### config.mk
export PLATFORM = sky130hd
export DESIGN_NAME = niu_sii_inbound_capture
export DESIGN_NICKNAME = d
export VERILOG_FILES = /design/src/rtl/niu_sii_inbound_capture.sv
export SDC_FILE = /design/constraint.sdc
export NUM_CORES = 2
export LEC_CHECK = 0
export BUFFER_PORTS_ARGS = -buffer_cell sky130_fd_sc_hd__buf_2
export CORE_UTILIZATION = 40
export CTS_CLUSTER_SIZE = 14
export DETAILED_ROUTE_END_ITERATION = 12
export GPL_TIMING_DRIVEN = 0
export RECOVER_POWER = 25
export SYNTH_ARGS = -nofsm -noshare
export SYNTH_HDL_FRONTEND = slang
export SYNTH_SLANG_ARGS = --single-unit
export TNS_END_PERCENT = 5
### constraint.sdc
create_clock -name iol2clk -period 17.6 [get_ports iol2clk]
set_input_delay 0.88 -clock iol2clk [delete_from_list [all_inputs] [get_ports iol2clk]]
set_output_delay 0.88 -clock iol2clk [all_outputs]
set_load 0.02 [all_outputs]
### src/rtl/niu_sii_inbound_capture.sv
`default_nettype none
// +----------------------------------------------------------------------------+
// | niu_sii_inbound_capture: NIU->SII inbound request capture, parity check,   |
// | OQ/BQ header FIFOs, payload steering to data buffer and credit return.     |
// | Revision: 1.0                                                              |
// +----------------------------------------------------------------------------+
module niu_sii_inbound_capture #(
    parameter int DEPTH = 8,
    parameter int PW    = 3
) (
    input  logic           iol2clk,
    input  logic           rst_l,
    input  logic           niu_sii_hdr_vld,
    input  logic           niu_sii_reqbypass,
    input  logic           niu_sii_datareq,
    input  logic           niu_sii_datareq16,
    input  logic [127:0]   niu_sii_data,
    input  logic [7:0]     niu_sii_parity,
    input  logic [15:0]    niu_sii_be,
    output logic           sii_niu_oqdq,
    output logic           sii_niu_bqdq,
    output logic           oq_vld,
    output logic [127:0]   oq_hdr,
    output logic           oq_wr,
    output logic           oq_len16,
    output logic           oq_perr,
    input  logic           oq_deq,
    output logic           bq_vld,
    output logic [127:0]   bq_hdr,
    output logic           bq_wr,
    output logic           bq_len16,
    output logic           bq_perr,
    input  logic           bq_deq,
    output logic           dbuf_wr_en,
    output logic [PW+2:0]  dbuf_wr_addr,
    output logic [127:0]   dbuf_wr_data,
    output logic [15:0]    dbuf_wr_be,
    output logic           err_proto,
    output logic           err_parity
);

    typedef enum logic [0:0] {
        S_IDLE    = 1'b0,
        S_PAYLOAD = 1'b1
    } state_t;

    localparam logic [PW:0] c_full_cnt = (PW+1)'(DEPTH);

    state_t         r_state;
    state_t         w_state_nxt;
    logic [1:0]     r_beat;
    logic           r_qsel;
    logic           r_len16;
    logic           r_perr_acc;
    logic [127:0]   r_hdr;

    logic [PW-1:0]  r_wr_ptr [2];
    logic [PW-1:0]  r_rd_ptr [2];
    logic [PW:0]    r_cnt    [2];
    logic [127:0]   r_mem_hdr   [2][DEPTH];
    logic [DEPTH-1:0] r_mem_wr    [2];
    logic [DEPTH-1:0] r_mem_len16 [2];
    logic [DEPTH-1:0] r_mem_perr  [2];
    logic [1:0]     r_dq;

    logic           r_err_proto;
    logic           r_err_parity;
    logic           r_dbuf_wr_en;
    logic [PW+2:0]  r_dbuf_wr_addr;
    logic [127:0]   r_dbuf_wr_data;
    logic [15:0]    r_dbuf_wr_be;

    logic [7:0]     w_lane_fail;
    logic           w_perr;
    logic           w_chk;
    logic           w_full_in;
    logic           w_last_beat;
    logic [1:0]     w_vld;
    logic [1:0]     w_pop;
    logic [1:0]     w_push_hit;
    logic           w_push;
    logic           w_push_q;
    logic [127:0]   w_push_hdr;
    logic           w_push_wr;
    logic           w_push_len16;
    logic           w_push_perr;
    logic           w_accept_wr;
    logic           w_proto;
    logic           w_beat_en;

    always_comb begin
        w_lane_fail = '0;
        for (int i = 0; i < 8; i++) begin
            w_lane_fail[i] = niu_sii_parity[i] ^ (^niu_sii_data[16*i +: 16]);
        end
    end

    assign w_perr      = |w_lane_fail;
    assign w_chk       = niu_sii_hdr_vld | (r_state == S_PAYLOAD);
    // Headers are only taken in IDLE, so no reservation is outstanding when
    // fullness is evaluated; the committed count alone decides.
    assign w_full_in   = (r_cnt[niu_sii_reqbypass] == c_full_cnt);
    assign w_last_beat = r_len16 ? (r_beat == 2'd0) : (r_beat == 2'd3);

    assign w_vld[0]   = (r_cnt[0] != '0);
    assign w_vld[1]   = (r_cnt[1] != '0);
    assign w_pop      = {bq_deq & w_vld[1], oq_deq & w_vld[0]};
    assign w_push_hit = {w_push & w_push_q, w_push & ~w_push_q};

    always_comb begin
        w_state_nxt  = r_state;
        w_push       = 1'b0;
        w_push_q     = r_qsel;
        w_push_hdr   = r_hdr;
        w_push_wr    = 1'b1;
        w_push_len16 = r_len16;
        w_push_perr  = r_perr_acc | w_perr;
        w_accept_wr  = 1'b0;
        w_proto      = 1'b0;
        w_beat_en    = 1'b0;
        case (r_state)
            S_IDLE: begin
                if (niu_sii_hdr_vld) begin
                    if (w_full_in || (!niu_sii_datareq && niu_sii_datareq16)) begin
                        w_proto = 1'b1;
                    end else if (!niu_sii_datareq) begin
                        w_push       = 1'b1;
                        w_push_q     = niu_sii_reqbypass;
                        w_push_hdr   = niu_sii_data;
                        w_push_wr    = 1'b0;
                        w_push_len16 = 1'b0;
                        w_push_perr  = w_perr;
                    end else begin
                        w_accept_wr = 1'b1;
                        w_state_nxt = S_PAYLOAD;
                    end
                end
            end
            S_PAYLOAD: begin
                // Every cycle here is a beat; a stray header is flagged and its
                // data is still taken as payload.
                w_beat_en = 1'b1;
                w_proto   = niu_sii_hdr_vld;
                if (w_last_beat) begin
                    w_push      = 1'b1;
                    w_state_nxt = S_IDLE;
                end
            end
            default: w_state_nxt = S_IDLE;
        endcase
    end

    always_ff @(posedge iol2clk or negedge rst_l) begin
        if (!rst_l) begin
            r_state        <= S_IDLE;
            r_beat         <= 2'd0;
            r_qsel         <= 1'b0;
            r_len16        <= 1'b0;
            r_perr_acc     <= 1'b0;
            r_hdr          <= '0;
            r_err_proto    <= 1'b0;
            r_err_parity   <= 1'b0;
            r_dbuf_wr_en   <= 1'b0;
            r_dbuf_wr_addr <= '0;
            r_dbuf_wr_data <= '0;
            r_dbuf_wr_be   <= '0;
        end else begin
            r_state      <= w_state_nxt;
            r_err_proto  <= w_proto;
            r_err_parity <= w_chk & w_perr;
            r_dbuf_wr_en <= w_beat_en;
            if (w_accept_wr) begin
                r_qsel     <= niu_sii_reqbypass;
                r_hdr      <= niu_sii_data;
                r_len16    <= niu_sii_datareq16;
                r_perr_acc <= w_perr;
                r_beat     <= 2'd0;
            end else if (w_beat_en) begin
                r_beat     <= r_beat + 2'd1;
                r_perr_acc <= r_perr_acc | w_perr;
            end
            if (w_beat_en) begin
                r_dbuf_wr_addr <= {r_qsel, r_wr_ptr[r_qsel], r_beat};
                r_dbuf_wr_data <= niu_sii_data;
                r_dbuf_wr_be   <= niu_sii_be;
            end
        end
    end

    always_ff @(posedge iol2clk or negedge rst_l) begin
        if (!rst_l) begin
            for (int q = 0; q < 2; q++) begin
                r_wr_ptr[q] <= '0;
                r_rd_ptr[q] <= '0;
                r_cnt[q]    <= '0;
            end
            r_dq <= 2'b00;
        end else begin
            for (int q = 0; q < 2; q++) begin
                if (w_push_hit[q]) r_wr_ptr[q] <= r_wr_ptr[q] + PW'(1);
                if (w_pop[q])      r_rd_ptr[q] <= r_rd_ptr[q] + PW'(1);
                r_cnt[q] <= r_cnt[q] + {{PW{1'b0}}, w_push_hit[q]} - {{PW{1'b0}}, w_pop[q]};
            end
            r_dq <= w_pop;
        end
    end

    always_ff @(posedge iol2clk) begin
        if (w_push) begin
            r_mem_hdr[w_push_q][r_wr_ptr[w_push_q]]   <= w_push_hdr;
            r_mem_wr[w_push_q][r_wr_ptr[w_push_q]]    <= w_push_wr;
            r_mem_len16[w_push_q][r_wr_ptr[w_push_q]] <= w_push_len16;
            r_mem_perr[w_push_q][r_wr_ptr[w_push_q]]  <= w_push_perr;
        end
    end

    // Head fields are gated so nothing stale leaks out of an empty FIFO.
    assign oq_vld   = w_vld[0];
    assign oq_hdr   = w_vld[0] ? r_mem_hdr[0][r_rd_ptr[0]] : '0;
    assign oq_wr    = w_vld[0] & r_mem_wr[0][r_rd_ptr[0]];
    assign oq_len16 = w_vld[0] & r_mem_len16[0][r_rd_ptr[0]];
    assign oq_perr  = w_vld[0] & r_mem_perr[0][r_rd_ptr[0]];
    assign bq_vld   = w_vld[1];
    assign bq_hdr   = w_vld[1] ? r_mem_hdr[1][r_rd_ptr[1]] : '0;
    assign bq_wr    = w_vld[1] & r_mem_wr[1][r_rd_ptr[1]];
    assign bq_len16 = w_vld[1] & r_mem_len16[1][r_rd_ptr[1]];
    assign bq_perr  = w_vld[1] & r_mem_perr[1][r_rd_ptr[1]];

    assign sii_niu_oqdq = r_dq[0];
    assign sii_niu_bqdq = r_dq[1];
    assign dbuf_wr_en   = r_dbuf_wr_en;
    assign dbuf_wr_addr = r_dbuf_wr_addr;
    assign dbuf_wr_data = r_dbuf_wr_data;
    assign dbuf_wr_be   = r_dbuf_wr_be;
    assign err_proto    = r_err_proto;
    assign err_parity   = r_err_parity;

endmodule
`default_nettype wire

==> metrics.md <==
| Metric | Value |
|---|---|
| Status | finished, violations left |
| Failing checks | capacitance limit, slew limit |
| Area taken by flip-flops and latches | 0.0707 mm2 |
| Worst path slowest cell | clkbuf_1 |
| Setup WS post-layout | 9.73 ns |
| Die W | 486 um |
| Final instance area | 0.112 mm2 |
| DP HPWL | 180 mm |
| Synth cell count leaders | edfxtp_1, mux4_2, nand2_1 |
| Worst Tran Pin Value | 5.69 ns |
| Port Buffer Count | 577 |
| Crit share post-route | 44.7% |
| Leading area contributor after synthesis | edfxtp_1 |
| Most frequent cell after synthesis | edfxtp_1 |
| Worst Hold Class | input pin to flop |
| Clk slew on worst S/H paths | 0.06 ns |
| Startpoint types | input pin |
| DR pass1 iterations | 5 |
| Worst Path Max Fanout | 90 |
| RSZ-0062 raised after global routing | no |
| Clock Sinks | 2405 |
| Top post-synthesis cells by area | edfxtp_1, mux4_2, dfrtp_1 |
| Die H | 486 um |
| Initial core utilization | 40.3% |
| Crit path kind | input pin to async pin |
| Total GRT Usage | 21.6% |
| P&R area growth vs syn | 19.7% |
| Postcts setup bufs | 0 |
| Tmin final | 7.87 ns |
| Yosys top cell area share | 67.1% |
| Synthesized area | 0.0938 mm2 |
| Synth Flop Type | edfxtp_1 |
| Area of the multi-input gates | 0.0220 mm2 |
| Clock Latency Late Sink | 0.93 ns |
| Vias in the first global route | 49569 |
| Vias after detailed routing | 48606 |
| Max-slew violations | 339 |
| CTS tree | done |
| Arr. time, crit path | 7.46 ns |
| Average size of a mapped cell | 20.4 um2 |
| Syn. warnings | 0 |
| First-pass GRT wire length | 362 mm |
| DRC violations left | 0 |
| Crit path cell chain | dlygate4sd3_1 > clkbuf_1 > clkbuf_1 |
| #FFs+latches synth | 2405 |
| Largest net degree at the start of global routing | 96 |
| Pleak | 39.4 nW |
| Wirelength, routed | 256 mm |
| Via density | 5.33 |
| Worst Skew | 0.0586 ns |
| Post_cts resized | 0 |
| Place WS | 12.37 ns |
| CTS Root Cell | clkbuf_16 |
| Initial antenna violation count | 19 |
| Core area | 0.233 mm2 |
| Slew HR | -279% |
| Pwr dens | 187 mW/mm2 |
| Fin. Hold Viols | 0 |
| Number of max-cap violations | 12 |
| VDD IR-drop max | 0.125 mV |
| Layout cell share with drive strength beyond 1 | 31.2% |
| Number of primary I/O pins | 579 |
| Syn_nets | 4787 |
| CP dominant cell by count | clkbuf_1 |
| Routed WL per cell | 28.1 um |
| Detail Route Antenna Nets | 0 |
| Clock Tree Buf Depth | 4 |
| Max incr delay on CP | 4.08 ns |
| Nets@finish | 5974 |
| Num rows | 177 |
| Register area share after synthesis | 75.3% |
| Number of CTS-inserted buffers | 278 |
| Hold_buf cts | 1 |
| Global route overflow | 0 |
| Max Fclk | 127 MHz |
| Final setup violation count | 0 |
| Critical Path RT | 17.19 ns |
| CTS H-tree depth | 5 |
| Synth cell types | 44 |
| Number of fill cells in the layout | 19438 |
| Worst setup EP type | async pin |
| Post-synth EDFFs | 2096 |
| Post-synthesis async set-or-reset flop share | 12.8% |
| Cells after Synth | 4609 |
| DRT iter0 DRCs | 5045 |
| Placed inst area | 0.104 mm2 |
| Die area | 0.236 mm2 |
| Setup Total Neg Slack | 0 ns |
| GPL Wtd Cong | 0.731 |
metrics by stage:
stage          hold WS (ns)  util [%]  power [mW]  std cells
6_report              0.203      48.3        20.9       9124
5_1_grt               0.162      48.3        21.8       9122
4_1_cts               0.149      48.5        21.3       9119
3_5_place_dp          0.475      44.8        15.7       8646
3_3_place_gp          0.467      43.2        15.7       8318
2_1_floorplan         0.408         -        12.6       4609
area by class of cell:
cell class	instances	area share, %
clock buffers	360	6.69
repair buffers	907	5.31
multi-input cells	1939	19.6
plain buffers	243	0.872
well taps	3132	3.49
inverters	22	0.0746
flip-flops and latches	2405	62.9
clock inverters	112	1.03
diodes	4	0.00891
per-layer routing:
| metal | routed length [um] | track usage [%] | up-vias |
|---|---|---|---|
| met5 | 0 | 0 | - |
| met4 | 8330 | 7.23 | 0 |
| met3 | 18500 | 4.09 | 351 |
| met2 | 122000 | 34.4 | 1861 |
| met1 | 107000 | 29.9 | 25752 |
| li1 | - | - | 20642 |
cells in the final DEF, fill, tap and decap left out, drive strengths merged, types with 2 or more instances in the layout:
cell,instances
nor3b,3
xor2,21
xnor2,103
a21o,2
inv,25
and3,2
edfxtp,2096
nor3,7
diode,4
nand2,392
nor2,274
clkbuf,705
dfrtp,309
o21ai,4
fa,2
clkinv,77
mux2i,267
xnor3,8
ha,16
mux4,524
bufinv,24
clkinvlp,8
a21oi,5
nand4,2
nor4,4
buf,804
and2,5
o22a,3
nand2b,4
mux2,280
critical path, delay by kind of cell:
kind | cells | cell delay, ns
buf+inv | 3 | 6.41
path summary, 6_finish.rpt:
| path | startpoint | endpoint | slack, ns | cells past startpoint |
|---|---|---|---|---|
| worst max register to register | r_state | r_mem_hdr[1][208] | 10.97 | 13 |
| max in group iol2clk | r_state | r_mem_hdr[1][208] | 10.97 | 13 |
| worst max-delay path | rst_l | r_hdr[88] | 9.73 | 3 |
| worst min-delay path | niu_sii_be[10] | dbuf_wr_be[10] | 0.20 | 2 |
| worst min register to register | r_hdr[100] | r_hdr[100] | 0.48 | 1 |
| min in group asynchronous | rst_l | dbuf_wr_data[26] | 1.31 | 2 |
sequential cells by signal, indices dropped and copies added, names as in the netlist, 2 cells and up:
register	flops
r_rd_ptr	6
dbuf_wr_addr	6
r_beat	2
dbuf_wr_be	16
r_mem_len16	16
r_cnt	8
r_dq	2
r_mem_wr	16
r_mem_hdr	2048
r_hdr	128
dbuf_wr_data	128
r_wr_ptr	6
r_mem_perr	16
power breakdown:
group	leakage, nW	internal (mW)	total (mW)	switching (mW)
clock network	4.22	3.35	5.57	2.22
registers	22.6	7.68	7.93	0.247
logic	12.6	2.56	7.46	4.89
logic make-up (layout without fill, tap and decap cells):
| logic type | Yosys count | after routing | share of synthesized area [%] |
|---|---|---|---|
| AOI/OAI and AO/OA | 21 | 21 | 0.196 |
| xor gates and xnor gates | 132 | 132 | 1.35 |
| adders and majority gates | 18 | 18 | 0.256 |
| buffers and inverters | 265 | 1644 | 1.20 |
| DFF | 2405 | 2405 | 75.3 |
| muxes | 1071 | 1071 | 18.8 |
| other | 0 | 4 | 0 |
| and+or+nand+nor | 697 | 697 | 2.87 |
(Power assumes the default switching activity.)
